==> src/rtl/fpu_pkg.sv <==
// fpu_pkg: shared definitions for the FPU request arbiter.
//   fpu_op_e     operator encoding carried on req_op / fpu_operator
//   RM_*         rounding-mode constants carried on req_rm / fpu_rm
//   arb_state_e  arbiter FSM states
//   rr_wrap_inc  round-robin pointer increment with wrap
package fpu_pkg;

   typedef enum logic [2:0] {
      OP_ADD  = 3'd0,
      OP_SUB  = 3'd1,
      OP_MUL  = 3'd2,
      OP_DIV  = 3'd3,
      OP_SQRT = 3'd4
   } fpu_op_e;

   localparam logic [2:0] RM_RNE = 3'd0;
   localparam logic [2:0] RM_RTZ = 3'd1;
   localparam logic [2:0] RM_RDN = 3'd2;
   localparam logic [2:0] RM_RUP = 3'd3;
   localparam logic [2:0] RM_RMM = 3'd4;

   typedef enum logic [1:0] {
      ST_IDLE  = 2'd0,
      ST_ISSUE = 2'd1,
      ST_WAIT  = 2'd2,
      ST_RESP  = 2'd3
   } arb_state_e;

   function automatic int unsigned rr_wrap_inc(input int unsigned idx, input int unsigned n);
      return (idx + 1 >= n) ? 0 : idx + 1;
   endfunction

endpackage

==> src/rtl/fpu_rr_picker.sv <==
// fpu_rr_picker: combinational round-robin priority select.
//   req_i    request vector
//   ptr_i    highest-priority index this cycle
//   grant_o  one-hot grant (first request at or after ptr_i, wrapping)
//   idx_o    binary index of the granted request
//   any_o    at least one request present
module fpu_rr_picker #(
   parameter int unsigned NUM_REQ = 4,
   parameter int unsigned IDX_W   = 2
) (
   input  logic [NUM_REQ-1:0] req_i,
   input  logic [IDX_W-1:0]   ptr_i,
   output logic [NUM_REQ-1:0] grant_o,
   output logic [IDX_W-1:0]   idx_o,
   output logic               any_o
);

   always_comb begin
      int unsigned j;
      grant_o = '0;
      idx_o   = '0;
      any_o   = 1'b0;
      j       = 0;
      for (int unsigned i = 0; i < NUM_REQ; i++) begin
         j = (32'(ptr_i) + i) % NUM_REQ;
         if (!any_o && req_i[j]) begin
            any_o      = 1'b1;
            grant_o[j] = 1'b1;
            idx_o      = IDX_W'(j);
         end
      end
   end

endmodule

==> src/rtl/fpu_arbiter.sv <==
// fpu_arbiter: round-robin arbiter sharing one FPU among NUM_REQ requesters,
// one operation outstanding at a time (IDLE -> ISSUE -> WAIT -> RESP).
//   clk, rst                     clock, asynchronous active-high reset
//   req_valid/req_ready          per-port request handshake (ready is one-hot)
//   req_op/req_rm/req_a/req_b    per-port operation fields
//   fpu_in_valid/fpu_ready       issue handshake toward the FPU
//   fpu_operator/rm/a/b/tag      issued operation (tag = granted port index)
//   fpu_res_valid/result/tag_o   FPU completion
//   rsp_valid/rsp_ready          per-port response handshake (valid is one-hot)
//   rsp_data/rsp_err             response payload
//   tag_mismatch                 sticky: FPU returned a tag other than the issued one
// Optional build macro FPU_ARB_TIMEOUT_EN: WAIT watchdog of TIMEOUT_CYCLES that
// completes the request with rsp_data=0, rsp_err=1.
module fpu_arbiter
   import fpu_pkg::*;
#(
   parameter int unsigned NUM_REQ        = 4,
   parameter int unsigned DATA_WIDTH     = 32,
   parameter int unsigned TAG_WIDTH      = 4,
   parameter int unsigned TIMEOUT_CYCLES = 64
) (
   input  logic                                clk,
   input  logic                                rst,
   input  logic [NUM_REQ-1:0]                  req_valid,
   output logic [NUM_REQ-1:0]                  req_ready,
   input  logic [NUM_REQ-1:0][2:0]             req_op,
   input  logic [NUM_REQ-1:0][2:0]             req_rm,
   input  logic [NUM_REQ-1:0][DATA_WIDTH-1:0]  req_a,
   input  logic [NUM_REQ-1:0][DATA_WIDTH-1:0]  req_b,
   output logic                                fpu_in_valid,
   input  logic                                fpu_ready,
   output logic [2:0]                          fpu_operator,
   output logic [2:0]                          fpu_rm,
   output logic [DATA_WIDTH-1:0]               fpu_a,
   output logic [DATA_WIDTH-1:0]               fpu_b,
   output logic [TAG_WIDTH-1:0]                fpu_tag,
   input  logic                                fpu_res_valid,
   input  logic [DATA_WIDTH-1:0]               fpu_result,
   input  logic [TAG_WIDTH-1:0]                fpu_tag_o,
   output logic [NUM_REQ-1:0]                  rsp_valid,
   input  logic [NUM_REQ-1:0]                  rsp_ready,
   output logic [DATA_WIDTH-1:0]               rsp_data,
   output logic                                rsp_err,
   output logic                                tag_mismatch
);

   localparam int unsigned IW    = $clog2(NUM_REQ);
   localparam int unsigned CNT_W = $clog2(TIMEOUT_CYCLES + 1);

   arb_state_e            state_q;
   logic [IW-1:0]         rr_ptr_q, rr_ptr_d;
   logic [IW-1:0]         grant_q;
   logic [2:0]            op_q, rm_q;
   logic [DATA_WIDTH-1:0] a_q, b_q, rsp_data_q;
   logic                  tag_mismatch_q;
   logic [TAG_WIDTH-1:0]  issued_tag;

   logic [NUM_REQ-1:0]    pick_oh;
   logic [IW-1:0]         pick_idx;
   logic                  pick_any;

   fpu_rr_picker #(
      .NUM_REQ (NUM_REQ),
      .IDX_W   (IW)
   ) u_picker (
      .req_i   (req_valid),
      .ptr_i   (rr_ptr_q),
      .grant_o (pick_oh),
      .idx_o   (pick_idx),
      .any_o   (pick_any)
   );

   assign rr_ptr_d   = IW'(rr_wrap_inc(32'(pick_idx), NUM_REQ));
   assign issued_tag = TAG_WIDTH'(grant_q);

`ifdef FPU_ARB_TIMEOUT_EN
   logic [CNT_W-1:0] cnt_q;
   logic             rsp_err_q;
   assign rsp_err = rsp_err_q;
`else
   logic [CNT_W-1:0] unused_timeout_w;
   assign unused_timeout_w = '0;
   assign rsp_err          = 1'b0;
`endif

   always_ff @(posedge clk or posedge rst) begin
      if (rst) begin
         state_q        <= ST_IDLE;
         rr_ptr_q       <= '0;
         grant_q        <= '0;
         op_q           <= '0;
         rm_q           <= '0;
         a_q            <= '0;
         b_q            <= '0;
         rsp_data_q     <= '0;
         tag_mismatch_q <= 1'b0;
`ifdef FPU_ARB_TIMEOUT_EN
         cnt_q          <= '0;
         rsp_err_q      <= 1'b0;
`endif
      end else begin
         unique case (state_q)
            ST_IDLE: begin
               if (pick_any) begin
                  grant_q  <= pick_idx;
                  op_q     <= req_op[pick_idx];
                  rm_q     <= req_rm[pick_idx];
                  a_q      <= req_a[pick_idx];
                  b_q      <= req_b[pick_idx];
                  rr_ptr_q <= rr_ptr_d;
                  state_q  <= ST_ISSUE;
               end
            end
            ST_ISSUE: begin
               if (fpu_ready) begin
                  state_q <= ST_WAIT;
`ifdef FPU_ARB_TIMEOUT_EN
                  cnt_q   <= '0;
`endif
               end
            end
            ST_WAIT: begin
               if (fpu_res_valid) begin
                  rsp_data_q <= fpu_result;
                  if (fpu_tag_o != issued_tag) tag_mismatch_q <= 1'b1;
`ifdef FPU_ARB_TIMEOUT_EN
                  rsp_err_q  <= 1'b0;
`endif
                  state_q    <= ST_RESP;
               end
`ifdef FPU_ARB_TIMEOUT_EN
               // Counter holds WAIT cycles already elapsed; the last one expires here.
               else if (cnt_q == CNT_W'(TIMEOUT_CYCLES - 1)) begin
                  rsp_data_q <= '0;
                  rsp_err_q  <= 1'b1;
                  state_q    <= ST_RESP;
               end else begin
                  cnt_q <= cnt_q + 1'b1;
               end
`endif
            end
            ST_RESP: begin
               if (rsp_ready[grant_q]) state_q <= ST_IDLE;
            end
            default: state_q <= ST_IDLE;
         endcase
      end
   end

   always_comb begin
      req_ready = '0;
      rsp_valid = '0;
      if (state_q == ST_IDLE) req_ready = pick_oh;
      if (state_q == ST_RESP) rsp_valid[grant_q] = 1'b1;
   end

   assign fpu_in_valid = (state_q == ST_ISSUE);
   assign fpu_operator = op_q;
   assign fpu_rm       = rm_q;
   assign fpu_a        = a_q;
   assign fpu_b        = b_q;
   assign fpu_tag      = issued_tag;
   assign rsp_data     = rsp_data_q;
   assign tag_mismatch = tag_mismatch_q;

endmodule

==> config.mk <==
export PLATFORM = sky130hd
export DESIGN_NAME = fpu_arbiter
export DESIGN_NICKNAME = d
export VERILOG_FILES = /design/src/rtl/fpu_pkg.sv /design/src/rtl/fpu_rr_picker.sv /design/src/rtl/fpu_arbiter.sv
export SDC_FILE = /design/constraint.sdc
export NUM_CORES = 1
export LEC_CHECK = 0
export CORE_AREA = 2 2 175 177
export CTS_CLUSTER_DIAMETER = 100
export DETAILED_ROUTE_END_ITERATION = 6
export DIE_AREA = 0 0 177 179
export DONT_BUFFER_PORTS = 1
export SLEW_MARGIN = 30
export SYNTH_ARGS = -nofsm -noshare
export SYNTH_HDL_FRONTEND = slang
export SYNTH_SLANG_ARGS = --single-unit
==> constraint.sdc <==
create_clock -name clk -period 12.95 [get_ports clk]
set_clock_uncertainty 0.1 [all_clocks]
set_input_delay 3.885 -clock clk [delete_from_list [all_inputs] [get_ports clk]]
set_output_delay 3.885 -clock clk [all_outputs]
set_load 0.01 [all_outputs]
* After elaboration in Yosys (flattened, before gate mapping)
Index checks and enable logic that the tools add are counted.
W data, S select, Z words.
** Cells by class
- Magnitude comparators :: 12
- Mux-type cells :: 48
- Shift-type cells :: 0
- Bitwise gates (word level) :: 3
- Equality and inequality tests :: 8
- Divide/modulo/power cells :: 0
- Add/sub/neg operators :: 4
- Reduce and logical (&&, ||, !) cells :: 16
- Multipliers :: 0
** Operator list (count)
- $bmux W32 S2 :: 2
- $mux W32 :: 2
- $mux W4 :: 6
- $lt A2 B3 Y1 const B :: 6
- $mux W2 :: 9
- $mux W1 :: 14
- $bmux W3 S2 :: 2
- $or A4 B4 Y4 :: 3
- $bmux W1 S2 :: 5
- $demux W1 S2 :: 5
- $ge A2 B1 Y1 const B :: 5
- $logic_and A1 B1 Y1 :: 8
- $pmux W2 S4 :: 1
- $mux W3 :: 2
- $ne A2 B2 Y1 const B :: 3
- $add A2 B2 Y2 const B :: 2
- $eq A2 B2 Y1 const B :: 2
- $ne A4 B2 Y1 :: 1
- $reduce_and A2 Y1 :: 2
- $reduce_and A4 Y1 :: 1
- $add A2 B1 Y3 const B :: 1
- $ge A3 B3 Y1 const B :: 1
- $logic_not A1 Y1 :: 3
- $reduce_and A3 Y1 :: 1
- other kinds (4) :: 4
** Word-level totals
- Memories :: 0
- Bits in latches :: 0
- Output and inout port bits :: 117
- Register bits after elaboration :: 109
- RAM bits :: 0
- Memory bits (read-only) :: 0
- Bits of input ports :: 328

* Logic depth before layout (Yosys ltp)
- Depth after elaboration :: 15
- Depth in mapped cells :: 13
- Gate-level depth less buffers :: 8

* Modules after synthesis
Synthesis repeated with hierarchy kept, for this count alone.
** Unflattened totals
- Cells, all modules :: 397
- Area total of the unflattened synthesis :: 6446.2 um^2
** Modules (own cells, without submodules)
- fpu_arbiter :: area an instance 6027.0 um^2, instances 1, cells an instance 352
- fpu_rr_picker :: area an instance 419.2 um^2, instances 1, cells an instance 45

* Least setup slack after synthesis
Ideal clock, no wire load.
- Path type :: input port to output port
- Start point :: input port req_valid[2]
- End point :: output port req_ready[0]
- Data required time :: 8.965 ns
- Data arrival time :: 5.481 ns
- Stages :: 9
- Slack :: 3.484 ns
- Cell sequence :: clkbuf_1 mux4_2 buf_6 nor2_2 buf_2 buf_2 a22oi_1 o21ai_0 and2_1
** Between the ends
- Word-level cells in the longest chain between the ends :: 13
- Elaborated cells between the ends (all ways) :: 25
- Classes of those cells :: 16 x mux; 3 x bitwise; 6 x reduce/logical
** Ends and longest elaborated chain
- start, declared :: RTL line fpu_arbiter.sv:24 : input logic [NUM_REQ-1:0] req_valid,
- $bmux W1 S2 :: RTL line fpu_rr_picker.sv:26 : if (!any_o && req_i[j]) begin
- $mux W1 (implied by the code) :: RTL line fpu_rr_picker.sv:26
- $mux W1 :: RTL line fpu_rr_picker.sv:26
- $logic_not A1 Y1 :: RTL line fpu_rr_picker.sv:26
- $logic_and A1 B1 Y1 :: RTL line fpu_rr_picker.sv:26
- $mux W1 :: RTL line fpu_rr_picker.sv:26
- $logic_not A1 Y1 :: RTL line fpu_rr_picker.sv:26
- $logic_and A1 B1 Y1 :: RTL line fpu_rr_picker.sv:26
- $mux W1 :: RTL line fpu_rr_picker.sv:26
- $logic_not A1 Y1 :: RTL line fpu_rr_picker.sv:26
- $logic_and A1 B1 Y1 :: RTL line fpu_rr_picker.sv:26
- $mux W4 * :: RTL line fpu_rr_picker.sv:26
- $mux W4 * :: RTL line fpu_arbiter.sv:153 : if (state_q == ST_IDLE) req_ready = pick_oh;
- end, declared :: RTL line fpu_arbiter.sv:25 : output logic [NUM_REQ-1:0] req_ready,
Mark *: on every way between the ends. The rest lies on a longest branch, timed or not. The select of a mux whose other input is x is not followed.

* Worst setup path after layout
- Start point :: input port req_valid[1]
- End point :: output port req_ready[2]
Same word-level chain as after synthesis.

==> flow_metrics.py <==
metrics = {
    "timing": {
        "relSlewSlack_pct": 38.0,
        "rsz0062_at_grt": "no",
        "drv_slew": 0,
        "setup_viol": 0,
        "period_needed_ns": 9.53,
        "finalCritPeriodShare_pct": 73.6,
        "setup_ws_ns": 3.42,
        "max_freq_mhz": 105,
        "fin_setup_tns_ns": 0,
        "hold_viol": 0,
        "max_slew.worst_pin.slew_ns": 0.906,
    },
    "routing": {
        "vias": 7217,
        "first_pass_iters": 5,
        "avgRoutedWirePerCell_um": 22.3,
        "detail-route-antenna-nets": 0,
        "first_iter_violations": 399,
        "viasPerCell": 5.83,
        "drc": 0,
        "wirelength_um": 27600,
    },
    "logic_synthesis": {
        "synthAdderAreaFrac_pct": 1.66,
        "seq_area_frac_synth_pct": 32.8,
        "synth_seq_cells": 109,
        "yosys.area_share.simple_pct": 14.8,
        "avgSynthCellArea_um2": 9.18,
        "netlist_area_um2": 8310,
        "ys_warn_count": 0,
        "ys_types": 53,
        "synth_compound_area_share_pct": 28.5,
        "ys.flop_type": "dfrtp_1",
        "synth.area.mux_share_pct": 15.1,
        "synth_cells": 905,
        "synth_async_sr_flop_share_pct": 100,
        "synth_top_family_by_area": "compound AO/OA/AOI/OAI gates",
        "synth_edf_count": 0,
        "synth_xor_area_share_pct": 0.211,
    },
    "worst_hold_path": {
        "hold_class": "flop to flop",
    },
    "floorplanning": {
        "core_um2": 30000,
        "num_rows": 64,
        "top_level_ports": 445,
        "initial_core_util_pct": 27.7,
        "die_h_um": 179,
        "dieWidth_um": 177,
        "die_area_um2": 31700,
    },
    "cts": {
        "clock_latency_ns": 0.37,
        "post_cts_buffers": 0,
        "cts_buffer_depth": 2,
        "cts_resized": 0,
        "cts_made_buffers": 9,
        "path_clk_slew_ns": 0.08,
        "h-tree-depth": 3,
        "cts.sinks": 109,
        "cts_hold_buf": 0,
        "cts_tree": "done",
        "root_buffer": "clkbuf_16",
    },
    "placed_design": {
        "pre_cts_ws_ns": 3.41,
        "place.gp.congestion": 0.786,
        "numPortBuffers": 0,
        "placed_area_um2": 8480,
        "hpwl_um": 19800,
    },
    "final_layout": {
        "final_cell_mix": "dfrtp_1, nor2_1, mux2i_1, nand3_1, o21ai_0",
        "final_common_cell": "dfrtp_1",
        "fin_area_um2": 8790,
        "syn2layout_area_growth_pct": 5.83,
        "finalCoreUtilization_pct": 29.3,
        "layout-drive-gt1-share_pct": 13.5,
        "nNetsFinal": 1174,
    },
    "pwr": {
        "vdd_drop_max_mv": 0.140,
        "power_frac_seq_pct": 29.1,
        "p_int_uw": 1270,
        "p_leak_uw": 0.00347,
        "swShare_pct": 51.1,
        "pwr_density_cell_nw_per_um2": 295,
        "p_comb_share_pct": 59.6,
        "switchingPower_uw": 1320,
        "clkPwrFrac_pct": 11.4,
    },
    "setup_path": {
        "worst_setup_path_end_kind": "output pin",
        "start_kind": "primary input",
        "path_max_fanout": 33,
        "max_stage_delay_ns": 0.78,
        "crit_path_top_delay_cell": "mux4_2",
        "path_cells": "mux4_2, nor2_1, and4_1, a22oi_1, o21ai_0, and2_1",
        "critPathArrivalTime_ns": 5.55,
        "crit_required_ns": 8.96,
        "crit_type": "primary input to output pin",
    },
    "run_status": {
        "status": "complete, no violations",
    },
    "global_route": {
        "grt_first_pass_wirelength_um": 40800,
        "grt_max_degree": 85,
        "grt_use_total_pct": 16.4,
        "grt_pass1_vias": 7092,
        "antenna_found_initial": 1,
        "gr-total-overflow": 0,
    },
    "run": {
        "maxCapViolations": 0,
    },
}
cell usage after synthesis, types with 4 or more instances:
cell type | n | area share (%)
buf_4 | 4 | 0.36
dfrtp_1 | 109 | 33
nand3_1 | 71 | 4.3
and2_0 | 16 | 1.2
nand2_1 | 7 | 0.32
o22ai_1 | 40 | 3.0
and3_1 | 41 | 3.1
ha_1 | 11 | 1.7
a2111oi_2 | 26 | 4.7
mux2i_1 | 73 | 8.8
buf_6 | 9 | 1.2
a21oi_1 | 32 | 1.9
mux2_2 | 35 | 4.7
mux4_2 | 4 | 1.1
buf_1 | 4 | 0.18
o21ai_0 | 47 | 2.8
nor2_1 | 77 | 3.5
a21o_1 | 40 | 3.6
and2_1 | 19 | 1.4
nand2b_1 | 4 | 0.30
buf_2 | 11 | 0.66
o211ai_1 | 30 | 2.7
a22oi_1 | 8 | 0.72
inv_1 | 11 | 0.50
a2111oi_0 | 44 | 4.6
clkbuf_1 | 68 | 3.1
a211oi_1 | 29 | 2.6
worst max-delay path, delay by kind of cell:
family          cells  cell delay, ns
compound gates      2            0.19
simple gates        3            0.69
mux                 1            0.78
sequential cells by signal, indices dropped and copies added, names as in the netlist:
register / count
rr_ptr_q: 2
fpu_operator: 3
state_q: 2
rsp_data: 32
tag_mismatch: 1
fpu_rm: 3
fpu_b: 32
grant_q: 2
fpu_a: 32
stage by stage:
step	std cells	hold WS (ns)	total power, uW
floorplan	907	0.413	2010
global placement	1219	0.451	2260
detailed placement	1220	0.458	2310
CTS	1236	0.481	2610
global route	1237	0.507	2800
finish	1237	0.473	2590
power groups by stage:
stage               Combinational, uW  Sequential, uW  Clock (uW)
global route                     1710             776         319
CTS                              1550             755         304
global placement                 1500             757           0
floorplan                        1320             695           0
finish                           1540             754         295
detailed placement               1550             760           0
worst paths after layout:
check	start	to	slack (ns)	cells after the start
min in group asynchronous	rst	rsp_data[16]	3.36	1
max in group asynchronous	rst	rr_ptr_q[0]	8.03	2
max	req_valid[1]	req_ready[2]	3.42	6
min reg2reg	tag_mismatch	tag_mismatch	0.47	1
min	tag_mismatch	tag_mismatch	0.47	1
max reg2reg	rr_ptr_q[1]	fpu_a[26]	8.38	11
cell families after synthesis:
| kind of cell | count (synthesis) |
|---|---|
| DFF | 109 |
| adders and majority gates | 11 |
| other | 1 |
| AOI/OAI and AO/OA | 311 |
| muxes | 114 |
| xor gates and xnor gates | 2 |
| and+or+nand+nor | 243 |
| buffers and inverters | 114 |
final cells by class:
| type | count | area [um2] |
|---|---|---|
| antenna | 1 | 2.50 |
| clock inverter | 7 | 77.6 |
| multi-input combinational | 684 | 5060 |
| clock buffer | 9 | 225 |
| sequential | 109 | 2730 |
| tap | 396 | 495 |
| inverter | 12 | 47.5 |
| timing repair buffer | 19 | 150 |
| fill | 3160 | 21200 |
per-layer routing:
metal	share of wire, %	GRT usage, %
met1	39	19.7
met2	50	27.8
met3	9.2	5.13
met4	1.6	5.34
met5	0	0
No activity file was read; power rests on OpenSTA's default activity.
